[src/rtl/pl0_stall_gen.sv]
// pl0_stall_gen: decodes the instruction at the current fetch PC and drives the
// pl0 fetch stall interface, so that jumps, branches, JALR and loads sequence the
// PC correctly. Multi-cycle stalls are tracked here, so an instruction held at a
// frozen PC is decoded only once. Saturating stall and retire counters are kept
// alongside.
module pl0_stall_gen #(
    parameter int LOAD_STALL_CYCLES = 1,
    parameter int CNT_W             = 32
) (
    input  logic             i_clk,
    input  logic             i_rst,
    input  logic [31:0]      i_instr_val,
    input  logic             i_mem_wait,
    output logic [2:0]       o_stall_state,
    output logic             o_stall_active,
    output logic             o_retire,
    output logic [CNT_W-1:0] o_stall_cycles,
    output logic [CNT_W-1:0] o_retire_count
);

    // Encoding of pl0_stall_state as seen by pl0_fetch.i_stall_state
    localparam logic [2:0] PL0_STALL_NONE     = 3'd0;
    localparam logic [2:0] PL0_STALL_IMM      = 3'd1;
    localparam logic [2:0] PL0_STALL_1        = 3'd2;
    localparam logic [2:0] PL0_STALL_1_BRANCH = 3'd3;
    localparam logic [2:0] PL0_STALL_1_ALU    = 3'd4;

    localparam logic [6:0] OP_JAL    = 7'b1101111;
    localparam logic [6:0] OP_BRANCH = 7'b1100011;
    localparam logic [6:0] OP_JALR   = 7'b1100111;
    localparam logic [6:0] OP_LOAD   = 7'b0000011;

    // The freeze counter never needs to exceed LOAD_STALL_CYCLES
    localparam int              CNT_HW = $clog2(LOAD_STALL_CYCLES + 2);
    localparam logic [CNT_HW-1:0] LSC_C  = CNT_HW'(LOAD_STALL_CYCLES);
    localparam logic [CNT_HW-1:0] CNT_ONE = CNT_HW'(1);

    typedef enum logic [1:0] {
        ST_IDLE   = 2'd0,
        ST_HOLD   = 2'd1,
        ST_SHADOW = 2'd2
    } state_t;

    state_t              r_state;
    state_t              w_state_eff;
    state_t              w_state_next;
    logic [CNT_HW-1:0]   r_cnt;
    logic [CNT_HW-1:0]   w_cnt_next;
    logic [CNT_HW-1:0]   w_cnt_inc;
    logic [2:0]          w_decoded;
    logic                w_retire;
    logic [CNT_W-1:0]    r_stall_cycles;
    logic [CNT_W-1:0]    r_retire_count;

    // Maps an instruction word to the stall request it needs when first seen
    function automatic logic [2:0] decode_stall(input logic [31:0] instr);
        logic [2:0] res;
        case (instr[6:0])
            OP_JAL:    res = PL0_STALL_IMM;
            OP_BRANCH: res = PL0_STALL_1_BRANCH;
            OP_JALR:   res = PL0_STALL_1_ALU;
            OP_LOAD:   res = PL0_STALL_1;
            default:   res = PL0_STALL_NONE;
        endcase
        return res;
    endfunction

    // Counter increment that sticks at all-ones instead of wrapping
    function automatic logic [CNT_W-1:0] sat_inc(input logic [CNT_W-1:0] v);
        logic [CNT_W-1:0] res;
        if (&v) begin
            res = v;
        end else begin
            res = v + {{(CNT_W-1){1'b0}}, 1'b1};
        end
        return res;
    endfunction

    assign w_decoded = decode_stall(i_instr_val);
    assign w_cnt_inc = r_cnt + CNT_ONE;

    // Next-state and Mealy outputs; while reset is high the decode behaves as IDLE
    always_comb begin
        w_state_eff   = i_rst ? ST_IDLE : r_state;
        w_state_next  = ST_IDLE;
        w_cnt_next    = r_cnt;
        o_stall_state = PL0_STALL_NONE;
        w_retire      = 1'b0;

        case (w_state_eff)
            ST_IDLE: begin
                o_stall_state = w_decoded;
                case (w_decoded)
                    PL0_STALL_IMM: begin
                        w_retire     = 1'b1;
                        w_state_next = ST_IDLE;
                    end
                    PL0_STALL_1_BRANCH,
                    PL0_STALL_1_ALU: begin
                        w_state_next = ST_SHADOW;
                    end
                    PL0_STALL_1: begin
                        if ((LOAD_STALL_CYCLES == 1) && !i_mem_wait) begin
                            w_state_next = ST_SHADOW;
                        end else begin
                            w_state_next = ST_HOLD;
                            w_cnt_next   = CNT_ONE;
                        end
                    end
                    default: begin
                        w_retire     = 1'b1;
                        w_state_next = ST_IDLE;
                    end
                endcase
            end
            ST_HOLD: begin
                // Load still at PC: keep the fetch frozen; memory wait stalls the count
                o_stall_state = PL0_STALL_1;
                w_state_next  = ST_HOLD;
                if (!i_mem_wait) begin
                    if (w_cnt_inc >= LSC_C) begin
                        w_state_next = ST_SHADOW;
                        w_cnt_next   = '0;
                    end else begin
                        w_cnt_next = w_cnt_inc;
                    end
                end
            end
            ST_SHADOW: begin
                // Fetch finishes its own follow-up; the instruction leaves PC now
                o_stall_state = PL0_STALL_NONE;
                w_retire      = 1'b1;
                w_state_next  = ST_IDLE;
            end
            default: begin
                w_state_next = ST_IDLE;
                w_cnt_next   = '0;
            end
        endcase
    end

    assign o_retire       = w_retire & ~i_rst;
    assign o_stall_active = (o_stall_state != PL0_STALL_NONE) || (w_state_eff == ST_SHADOW);

    // State register and load freeze counter
    always_ff @(posedge i_clk) begin
        if (i_rst) begin
            r_state <= ST_IDLE;
            r_cnt   <= '0;
        end else begin
            r_state <= w_state_next;
            r_cnt   <= w_cnt_next;
        end
    end

    // Saturating performance counters
    always_ff @(posedge i_clk) begin
        if (i_rst) begin
            r_stall_cycles <= '0;
            r_retire_count <= '0;
        end else begin
            if (o_stall_active) begin
                r_stall_cycles <= sat_inc(r_stall_cycles);
            end
            if (o_retire) begin
                r_retire_count <= sat_inc(r_retire_count);
            end
        end
    end

    assign o_stall_cycles = r_stall_cycles;
    assign o_retire_count = r_retire_count;

endmodule

[config.mk]
export PLATFORM = sky130hd
export DESIGN_NAME = pl0_stall_gen
export DESIGN_NICKNAME = d
export VERILOG_FILES = /design/src/rtl/pl0_stall_gen.sv
export SDC_FILE = /design/constraint.sdc
export NUM_CORES = 1
export LEC_CHECK = 0
export BUFFER_PORTS_ARGS = -buffer_cell sky130_fd_sc_hd__buf_4
export CORE_ASPECT_RATIO = 1.2
export CORE_MARGIN = 2
export CORE_UTILIZATION = 32
export CTS_CLUSTER_DIAMETER = 30
export DETAILED_ROUTE_END_ITERATION = 8
export PLACE_DENSITY_LB_ADDON = 0.05
export SLEW_MARGIN = 20
export SYNTH_ARGS = -nofsm -noshare
export SYNTH_HDL_FRONTEND = slang
export SYNTH_SLANG_ARGS = --single-unit
[constraint.sdc]
create_clock -name i_clk -period 2.6 [get_ports i_clk]
set_input_delay 0.26 -clock i_clk [delete_from_list [all_inputs] [get_ports i_clk]]
set_output_delay 0.26 -clock i_clk [all_outputs]
set_load 0.1 [all_outputs]
== After elaboration in Yosys (flattened, before gate mapping) ==
Index checks and enable logic that the tools add are counted.

* Register bits: 68
* Output and inout bits: 69

* Add/subtract/negate cells: 3
* Order comparisons: 1
* Equality and inequality tests: 12
* Muxes and demuxes: 15
* Bitwise gates (word level): 5
* Reductions and logical operators: 10

{| class="wikitable"
|+ Operators with widths
! kind !! number
|-
| $add 32x1->32 const B || 2
|-
| $reduce_and 32->1 || 2
|-
| $eq 7x7->1 const B || 3
|-
| $mux 2 || 8
|-
| $pmux 3 s4 || 1
|-
| $pmux 2 s2 || 2
|-
| $eq 7x2->1 const B || 1
|-
| $eq 3x2->1 const B || 2
|-
| $pmux 2 s3 || 1
|-
| $pmux 3 s2 || 1
|-
| $ne 2x2->1 const B || 2
|-
| $not 1->1 || 4
|-
| $reduce_and 2->1 || 2
|-
| $reduce_and 4->1 || 1
|-
| $eq 3x3->1 const B || 1
|-
| $reduce_bool 3->1 || 1
|-
| $reduce_or 3->1 || 1
|-
| $add 2x1->2 const B || 1
|-
| $eq 2x1->1 const B || 1
|-
| $eq 2x2->1 const B || 1
|-
| $ge 2x1->1 const B || 1
|-
| $logic_not 2->1 || 1
|-
| $ne 2x1->1 const B || 1
|-
| $pmux 1 s2 || 1
|-
| other kinds (4) || 4
|}

== Depth between registers and ports, before layout ==
Gate-level depths: netlist of run 1.

* Word-level depth: 8
* Mapped depth: 9

== Least setup slack after synthesis of run 1 ==
Ideal clock, no wire load.

* Path type: register -> register
* From: register r_stall_cycles[0], in the netlist o_stall_cycles[0]
* To: register r_stall_cycles[14], in the netlist o_stall_cycles[14]
* Library setup time: 0.128 ns
* Arrival: 2.878 ns
* Required time: 2.472 ns
* Setup slack: -0.406 ns
* Cell stages (with the launch flop): 9
* Buffers on the path: 1
* Period minus slack after synthesis: 3.006 ns
* Cell sequence: dfxtp_1 > ha_1 > nand2_1 > nor4_1 > nand3_2 > clkbuf_1 > nand3_1 > xor2_1 > nor2_1

* Word-level cells in the longest chain between the ends: 3

{| class="wikitable"
|+ Ends and longest elaborated chain
! what !! line !! RTL
|-
| start, declared || 52 || <nowiki>logic [CNT_W-1:0] r_stall_cycles;</nowiki>
|-
| start signal, assigned || 163 || <nowiki>r_stall_cycles <= sat_inc(r_stall_cycles);</nowiki>
|-
| parallel branches: the longest is 3 deep, another holds $add 32x1->32 || -- ||
|}

Parallel ways; which one is timed is not known.
A chain may end at the register's enable or synchronous reset.

== Worst setup path in the final report of run 1 ==
* From: register r_state[0]
* To: output port o_stall_active

* Word-level cells in the longest chain between the ends: 5

{| class="wikitable"
|+ Ends and longest elaborated chain
! what !! line !! RTL
|-
| start, declared || 44 || <nowiki>state_t r_state;</nowiki>
|-
| start signal, assigned || 151 || <nowiki>r_state <= w_state_next;</nowiki>
|-
| $mux 2 * || 84 || <nowiki>w_state_eff = i_rst ? ST_IDLE : r_state;</nowiki>
|-
| $eq 2x1->1 or $logic_not 2->1 (tied branches) || 90 || <nowiki>case (w_state_eff)</nowiki>
|-
| $pmux 3 s2 || 90 ||
|-
| $reduce_bool 3->1 || 143 || <nowiki>assign o_stall_active = (o_stall_state != PL0_STALL_NONE) || (w_state_eff == ST_SHADOW);</nowiki>
|-
| $logic_or 1x1->1 * || 143 ||
|-
| end, declared || 15 || <nowiki>output logic o_stall_active,</nowiki>
|}

Every way passes the cells marked *; elsewhere a longest branch is shown, timed or not.

==> impl_results.md, run 1 <==
- CP arrival: 2.08 ns
- Synth Area in Simple Gates: 34.6%
- Yosys top cell area share: between 30% and 40%
- Max capacitance violation total: 0
- Max-slew headroom: 34.1%
- Layout Cells excl Fill: 652
- Post-CTS setup buffers: 0
- Post-route ant nets: 0
- Die width: between 100 and 150 um
- Gr usage total: 16.1%
- CP required: 2.34 ns
- Int Pwr: 1.81 mW
- Seq pwr share: 45.0%
- Core area: 0.0109 mm2
- Vert. Die Dim: between 100 and 150 um
- R2R depth: 7
- P&R area growth vs syn: 31.2%
- Initial antenna violation count: 0
- HPWL after DPL: 6.82 mm
- Largest family of logic cells by synthesized area: simple AND/OR/NAND/NOR gates
- Crit Path Max Fanout: 11
- Min Hold Slack: 0.204 ns
- IO Count: 104
- CTS tree: done
- Adder-cell share of the synthesized area: 1.06%
- Worst setup SP type: flip-flop
- YS warnings: 0
- DRC: 0
- Crit. End Element: output port
- Clk pwr share: 49.6%
- Mapped Cells: 429
- Tcrit/Tclk final: 90.0%
- Clk_lat worst skew: ~0.33 ns
- Pwr/cell area: 505 mW/mm2
- Dominant synthesized flop cell: dfxtp_1
- Net Count, Synth: about 470
- Die area: ~0.012 mm2
- Total Nets Final: roughly 560
- Post-synth top area cell: dfxtp_1
- Initial Utilization: 32.4%
- Hold Crit Depth: 2
- Vias in the first global route: 3,254
- Clock buffer depth: 2
- Pwr Total: 2.35 mW
- Rows: between 40 and 50
- Worst Tran Pin Value: 0.979 ns
- Port-buffer cells: 78
- EDFF count, synth: 0
- Global-route wire length before repair: 15.5 mm
- DR vias: 3,327
- Setup Skew: around 0.0048 ns
- Filler cells: between 1,000 and 1,500
- Min Tclk post-route: around 2.3 ns
- Synth top area cells: dfxtp_1 38%, xor2_1 8.9%, nor2_1 7.3%, nand3_1 4.9%, nand4_1 4.4%
- Ys async rst share: 0%
- Htree depth: 3
- Vias per cell: 5.10
- Pins Over Slew Limit: 0
- Sw Ratio: 22.7%
- Top cells by count, synth: 69 x nor2_1, 68 x dfxtp_1, 36 x xor2_1
- CTS sink count: 68
- Post-Place Cells: 638
- Largest net degree at the start of global routing: 34
- Critical Setup Path Class: reg2out
- Xor and xnor area share after synthesis: 12.6%
- Switch Pwr: 0.533 mW
- Outcome: completed
- Clock Pin Slew Worst Setup and Hold Paths: about 0.050 ns
- Mapped cell area: 0.00354 mm2
- Layout cells sized above 1: between 20 and 30%
- Final setup fails: 0
- Netlist cell types: 48
- Worst Hold Class: in2reg
- Routed WL per cell: 14.3 um
- CTS buffer count: 9
- Hold buffers post-CTS: 0
- Syn_area_per_cell: a little over 8 um2
- Initial DRC Count: 103
- Total leakage power: 1.76 nW
- Resized Gates After CTS: 0
- Final Hold Fails: 0
- Comb power frac: under 10%
- Register area: 0.00140 mm2
- Multi-input gate area in the final layout: 0.00208 mm2
- GP Congestion: 0.755
- RSZ-0062 raised after global routing: no
- Flops & latches, synth: 68
- Clock root buffer master: clkbuf_16
- Drt pass-1 iters: 4
- Congestion Overflow GR: 0
- Register area share after synthesis: slightly below 40%
- Maximum vdd ir drop: 0.323 mV
- Final wirelength: 9.33 mm
- Compound-gate portion of the synthesized area: between 8 and 9%
- Post-synthesis mux area share: 1.70%
- Diodes inserted: 0
- Most common cell in the netlist: nor2_1
- Achievable Freq: 427 MHz
==> worst paths after layout <==
kind / from / to / slack, ns
worst max-delay path: r_state[0] / o_stall_active / 0.26
worst min-delay path: i_rst / o_stall_cycles[13] / 0.20
worst max register to register: o_retire_count[17] / o_retire_count[23] / 0.42
worst min register to register: o_stall_cycles[1] / o_stall_cycles[1] / 0.49
==> cells in the final DEF (no fill, tap or decap), types with 15 or more instances in the layout <==
master / instances
nand3_1: 35
dfxtp_2: 33
buf_4: 92
dfxtp_1: 35
xnor2_1: 15
nand4_1: 25
nor2_1: 68
a21oi_1: 17
xor2_1: 36
nand2_1: 28
==> per-stage QoR <==
step / worst slack (ns) / util [%] / area [um2] / TNS [ns]
2_1_floorplan: -0.0215 / - / 3590 / -0.0234
3_3_place_gp: 0.263 / 40.0 / 4370 / 0
3_5_place_dp: 0.232 / 40.0 / 4370 / 0
4_1_cts: 0.0973 / 42.5 / 4640 / 0
5_1_grt: 0.0836 / 42.5 / 4640 / 0
6_report: 0.260 / 42.5 / 4640 / 0
==> power groups by stage <==
stage	Clock (mW)	Combinational [mW]	Sequential (mW)
finish	1.16	0.126	1.05
global route	1.24	0.134	1.06
CTS	1.20	0.128	1.05
detailed placement	0	0.128	1.08
global placement	0	0.127	1.08
floorplan	0	0.0586	1.11
==> layout make-up <==
cell class / count / share of cell area, %
clock inverters: 3 / 0.862
clock buffers: 11 / 5.01
flip-flops and latches: 68 / 30.2
multi-input cells: 337 / 44.8
well taps: 132 / 3.56
repair buffers: 92 / 14.9
inverters: 9 / 0.727
==> critical path, cell delays in order, from the launching register on <==
cell and delay, ns:
dfxtp_1 0.46, o21bai_1 0.18, o21ai_0 0.22, o21a_1 0.35, buf_4 0.24, buf_4 0.31
==> state kept, by name, summed over array words and instances (netlist names) <==
register	count
o_stall_cycles	32
r_state	2
o_retire_count	32
r_cnt	2
==> routing by layer <==
| layer | track usage, % | part of all wire [%] | routed length (um) | up-vias |
|---|---|---|---|---|
| met5 | 0 | 0 | 0 | - |
| met4 | 7.45 | 2.3 | 211 | 0 |
| met3 | 2.29 | 2.8 | 265 | 14 |
| met2 | 27.7 | 50 | 4700 | 65 |
| met1 | 19.6 | 44 | 4150 | 1552 |
| li1 | - | - | - | 1696 |
==> cell families (layout without fill, tap and decap cells) <==
group,after synthesis,after routing
buffers and inverters,24,115
adders and majority gates,3,3
AOI/OAI and AO/OA,44,44
and+or+nand+nor,233,233
DFF,68,68
xor gates and xnor gates,51,51
muxes,6,6
(Power assumes the default switching activity.)
==> inputs of run 2 (changes only) <==
clock period = 2.9 ns   (was 2.6 ns; I/O delays follow)
==> impl_results.md, run 2 (synthesized netlist as in run 1, its figures left out) <==
- Outcome: completed
- Hold buffers post-CTS: 0 (unchanged)
- Post-Place Setup Slack: 0.419 ns (+0.187 ns)
- Global-route wire length before repair: 15.2 mm (-1.6%)
- GP Congestion: 0.756 (+0.15%)
- Max capacitance violation total: 0 (unchanged)
- Pwr Total: 2.12 mW (-9.7%)
- Congestion Overflow GR: 0 (unchanged)
- Most frequent cells in the layout: 90 x buf_4, 69 x nor2_1, 66 x dfxtp_1
- Worst Hold Class: in2reg
- Min Tclk post-route: 2.53 ns
- Routed WL per cell: 14.2 um (-1.1%)
- Filler cells: 1,164 (+3.8%)
- Post-route ant nets: 0 (unchanged)
- Largest net degree at the start of global routing: 39 (+15%)
- Total Nets Final: 553 (-0.36%)
- Setup Skew: 0.00415 ns (-0.000662 ns)
- Gr usage total: 15.8% (-0.33 points)
- Maximum vdd ir drop: 0.230 mV (-29%)
- DRC: 0 (unchanged)
- Final setup fails: 0 (unchanged)
- Core area: 0.0109 mm2 (unchanged)
- Setup ws final: 0.372 ns (+0.112 ns)
- Initial antenna violation count: 0 (unchanged)
- Pwr/cell area: 461 mW/mm2 (-8.7%)
- CTS buffer count: 9 (unchanged)
- Clk_lat worst skew: 0.33 ns (about the same)
- Vert. Die Dim: 119 um (unchanged)
- Vias in the first global route: 3,147 (-3.3%)
- Clock Pin Slew Worst Setup and Hold Paths: 0.05 ns (about the same)
- Htree depth: 3 (unchanged)
- Crit Path Max Fanout: 11 (unchanged)
- CP arrival: 2.24 ns (+0.16 ns)
- Diodes inserted: 0 (unchanged)
- Max-slew headroom: 58.7% (+25 points)
- Clock buffer depth: 2 (unchanged)
- Port-buffer cells: 78 (unchanged)
- Die width: 100 um (unchanged)
- Clock root buffer master: clkbuf_16
- Resized Gates After CTS: 0 (unchanged)
- DR vias: 3,369 (+1.3%)
- Layout cells sized above 1: 22.5% (-6.3 points)
- Initial DRC Count: 112 (+8.7%)
- Drt pass-1 iters: 4 (unchanged)
- HPWL after DPL: 6.70 mm (-1.7%)
- Final Hold Fails: 0 (unchanged)
- Setup_tns: 0 ns (unchanged)
- Critical Setup Path Class: reg2out
- Initial Utilization: 32.4% (unchanged)
- CTS sink count: 68 (unchanged)
- Most common cell after layout, fill and taps aside: buf_4
- Pins Over Slew Limit: 0 (unchanged)
- Final wirelength: 9.22 mm (-1.2%)
- Tcrit/Tclk final: 87.2%
- Worst Tran Pin Value: 0.611 ns (-0.368 ns)
- Total leakage power: 1.74 nW (-0.95%)
- Achievable Freq: 396 MHz
- Post-CTS setup buffers: 0 (unchanged)
- Crit. End Element: output port
- Final Core Density: 42.0% (-0.48 points)
- Worst setup SP type: flip-flop
- IO Count: 104 (unchanged)
- CP required: 2.61 ns (+0.27 ns)
- Die area: 0.0119 mm2 (unchanged)
- CTS tree: done
- P&R area growth vs syn: 29.7%
- Vias per cell: 5.18 (+1.4%)
- Rows: 42 (unchanged)
- RSZ-0062 raised after global routing: no
[run 2: cell type report]
class	instances	area [um2]	share of cell area, %
clock buffers	10	229	4.99
clock inverters	5	53.8	1.17
inverters	9	33.8	0.736
multi-input cells	337	2070	45.1
flip-flops and latches	68	1360	29.7
well taps	132	165	3.60
repair buffers	90	676	14.7
[run 2: critical path: stages (launching register included)]
cell      delay (ns)
dfxtp_1         0.56
o21bai_1        0.19
o21ai_0         0.25
o21a_1          0.36
buf_4           0.25
buf_4           0.31
[run 2: metrics by stage]
stage / std cells / hold WS, ns / cell area (um2)
global route: 651 / 0.268 / 4590
detailed placement: 636 / 0.475 / 4310
CTS: 651 / 0.251 / 4590
finish: 651 / 0.258 / 4590
floorplan: 429 / 0.455 / 3550
global placement: 636 / 0.468 / 4310
[run 2: final timing paths]
kind | endpoint | slack (ns) | depth (start not counted) | startpoint
min reg2reg | o_stall_cycles[1] | 0.49 | 2 | o_stall_cycles[1]
max reg2reg | o_retire_count[18] | 0.60 | 5 | o_retire_count[2]
min | r_state[0] | 0.26 | 3 | i_mem_wait
max | o_stall_active | 0.37 | 5 | r_state[1]
[run 2: power breakdown]
part | leakage [nW] | total, mW | switching [mW] | internal [mW]
logic | 1.05 | 0.112 | 0.0810 | 0.0305
registers | 0.549 | 0.945 | 0.00615 | 0.939
clock network | 0.142 | 1.06 | 0.403 | 0.657
[run 2: layer usage]
metal / global-route usage (%) / routed length, um / up-vias
met4: 6.16 / 152 / 0
met3: 3.17 / 327 / 10
met2: 27.3 / 4670 / 64
met5: 0 / 0 / -
met1: 19.0 / 4070 / 1593
li1: - / - / 1702
==> inputs of run 3 (changes only) <==
ABC_AREA = 1   (was not set)
==> impl_results.md, run 3 <==
- Outcome: completed
- Post-route ant nets: 0 (unchanged)
- Clock buffer depth: 2 (unchanged)
- HPWL after DPL: 10.8 mm (+61%)
- Total leakage power: 2.16 nW (+24%)
- Syn_area_per_cell: 5.87 um2 (-29%)
- Setup Skew: 0.00791 ns (+0.00375 ns)
- Crit Path Max Fanout: 31 (+20)
- Final wirelength: 14.5 mm (+57%)
- Clk_lat worst skew: 0.35 ns (+0.02 ns)
- CTS sink count: 68 (unchanged)
- Net Count, Synth: 829 (+78%)
- Congestion Overflow GR: 0 (unchanged)
- Synth top area cells: dfxtp_1 29%, nand2_1 25%, nor2_1 9.4%, nand3_1 7.3%, a21oi_1 6.9%
- Top cells by count, synth: 313 x nand2_1, 116 x nor2_1, 68 x dfxtp_1, 68 x nand3_1, 64 x a21oi_1
- Setup ws final: 0.627 ns (+0.255 ns)
- Ys async rst share: 0% (unchanged)
- GP Congestion: 0.858 (+14%)
- Drt pass-1 iters: 4 (unchanged)
- P&R area growth vs syn: 21.9%
- Layout cells sized above 1: 14.2% (-8.3 points)
- Netlist cell types: 26 (-46%)
- EDFF count, synth: 0 (unchanged)
- Largest net degree at the start of global routing: 63 (+62%)
- Dominant synthesized flop cell: dfxtp_1
- Fin area: 0.00567 mm2 (+23%)
- Initial antenna violation count: 0 (unchanged)
- Crit. End Element: flip-flop
- Diodes inserted: 0 (unchanged)
- Maximum vdd ir drop: 0.242 mV (+5.3%)
- Vias in the first global route: 4,761 (+51%)
- Tcrit/Tclk final: 78.4% (-8.8 points)
- Routed WL per cell: 13.9 um (-1.5%)
- Port-buffer cells: 78 (unchanged)
- Worst Hold Class: in2reg
- Post-CTS setup buffers: 0 (unchanged)
- Final Hold Fails: 0 (unchanged)
- Layout Cells excl Fill: 1,041 (+60%)
- Initial Utilization: 32.5% (+0.13 points)
- Flops & latches, synth: 68 (unchanged)
- RSZ-0062 raised after global routing: no
- CP arrival: 2.52 ns (+0.28 ns)
- Register area share after synthesis: 29.3% (-9.2 points)
- Post-Place Cells: 1,025 (+61%)
- Achievable Freq: 440 MHz (+11%)
- Min Hold Slack: 0.258 ns (+0.000662 ns)
- Setup_tns: 0 ns (unchanged)
- Global-route wire length before repair: 23.6 mm (+55%)
- Vert. Die Dim: 136 um (+14%)
- Die area: 0.0155 mm2 (+30%)
- Max capacitance violation total: 0 (unchanged)
- CP required: 3.14 ns (+0.53 ns)
- Rows: 48 (+14%)
- Total Nets Final: 899 (+63%)
- DR vias: 5,009 (+49%)
- Max-slew headroom: 52.6% (-6.1 points)
- Gr usage total: 19.3% (+3.5 points)
- Hold buffers post-CTS: 0 (unchanged)
- Min Tclk post-route: 2.27 ns (-0.255 ns)
- Placed cell area: 0.00533 mm2 (+24%)
- DRC: 0 (unchanged)
- YS warnings: 0 (unchanged)
- Critical Setup Path Class: reg2reg
- Initial DRC Count: 239 (+110%)
- Pins Over Slew Limit: 0 (unchanged)
- Most common cell after layout, fill and taps aside: nand2_1
- Mapped cell area: 0.00465 mm2 (+31%)
- CTS tree: done
- Worst setup SP type: flip-flop
- Die width: 114 um (+14%)
- Pwr/cell area: 416 mW/mm2 (-9.7%)
- Resized Gates After CTS: 0 (unchanged)
- Most common cell in the netlist: nand2_1
- Mapped Cells: 791 (+84%)
- Worst Tran Pin Value: 0.711 ns (+0.0998 ns)
- Final setup fails: 0 (unchanged)
- Vias per cell: 4.81 (-7.0%)
- Core area: 0.0143 mm2 (+31%)
- Clock Pin Slew Worst Setup and Hold Paths: 0.06 ns (about the same)
- CTS buffer count: 9 (unchanged)
- Post-synth top area cell: dfxtp_1
- Clock root buffer master: clkbuf_16
- Yosys top cell area share: 29.3% (-9.2 points)
- Htree depth: 3 (unchanged)
- IO Count: 104 (unchanged)
- Most frequent cells in the layout: 313 x nand2_1, 116 x nor2_1, 83 x buf_4
- Post-Place Setup Slack: 0.595 ns (+0.176 ns)
-- run 3: cell types whose count changed in the layout (fill, tap and decap cells not counted), moves of 11 or more --
cell,before,now
a21oi_1,17,64
nand3b_1,2,13
nand3_1,35,68
nand4_1,25,1
nand2_1,28,313
nor2_1,69,116
inv_1,9,53
xor2_1,36,11
-- run 3: routing by layer --
| layer | vias to the layer above | share of wire (%) | track usage [%] |
|---|---|---|---|
| li1 | 2629 | - | - |
| met1 | 2270 | 42 | 21.3 |
| met2 | 89 | 53 | 36.7 |
| met3 | 21 | 3.1 | 2.63 |
| met4 | 0 | 2.1 | 7.79 |
| met5 | - | 0 | 0 |
-- run 3: kinds of logic after synthesis --
logic type,after synthesis,share of synthesized area (%)
xor gates and xnor gates,23,4.33
buffers and inverters,81,8.05
AOI/OAI and AO/OA,78,8.45
adders and majority gates,3,0.808
and+or+nand+nor,538,49.1
DFF,68,29.3
-- run 3: final cells by class --
type                            count  area [um2]
Clock buffer                       13         270
Multi-Input combinational cell    642        2910
Sequential cell                    68        1360
Fill cell                        1569        8630
Clock inverter                      3        67.6
Tap cell                          175         219
Inverter                           57         214
Timing Repair Buffer               83         623
-- run 3: metrics by stage --
step           power (mW)  utilization (%)
2_1_floorplan        1.07                -
3_3_place_gp         1.10             37.3
3_5_place_dp         1.10             37.3
4_1_cts              2.39             39.6
5_1_grt              2.43             39.6
6_report             2.36             39.6
-- run 3: final timing paths --
check / from / to / slack, ns / cells after the start
setup reg to reg: o_stall_cycles[0] / o_stall_cycles[0] / 0.63 / 10
setup / recovery: o_stall_cycles[0] / o_stall_cycles[0] / 0.63 / 10
hold reg to reg: o_retire_count[31] / o_retire_count[31] / 0.50 / 2
hold / removal: i_mem_wait / r_state[1] / 0.26 / 4
-- run 3: worst max-delay path, stage by stage (launching register included) --
cell     delay [ns]
dfxtp_1        0.43
ha_1           0.36
nand3_2        0.19
inv_2          0.13
nand2_2        0.11
nor2_4         0.14
nand2_2        0.19
nand2_4        0.37
inv_1          0.10
nor2_1         0.10
nor2_1         0.05
-- run 3: power by group --
part	internal [mW]	switching [mW]	leakage (nW)
Clock	0.825	0.454	0.162
Combinational	0.0292	0.106	1.45
Sequential	0.938	0.00652	0.548
Total	1.79	0.566	2.16
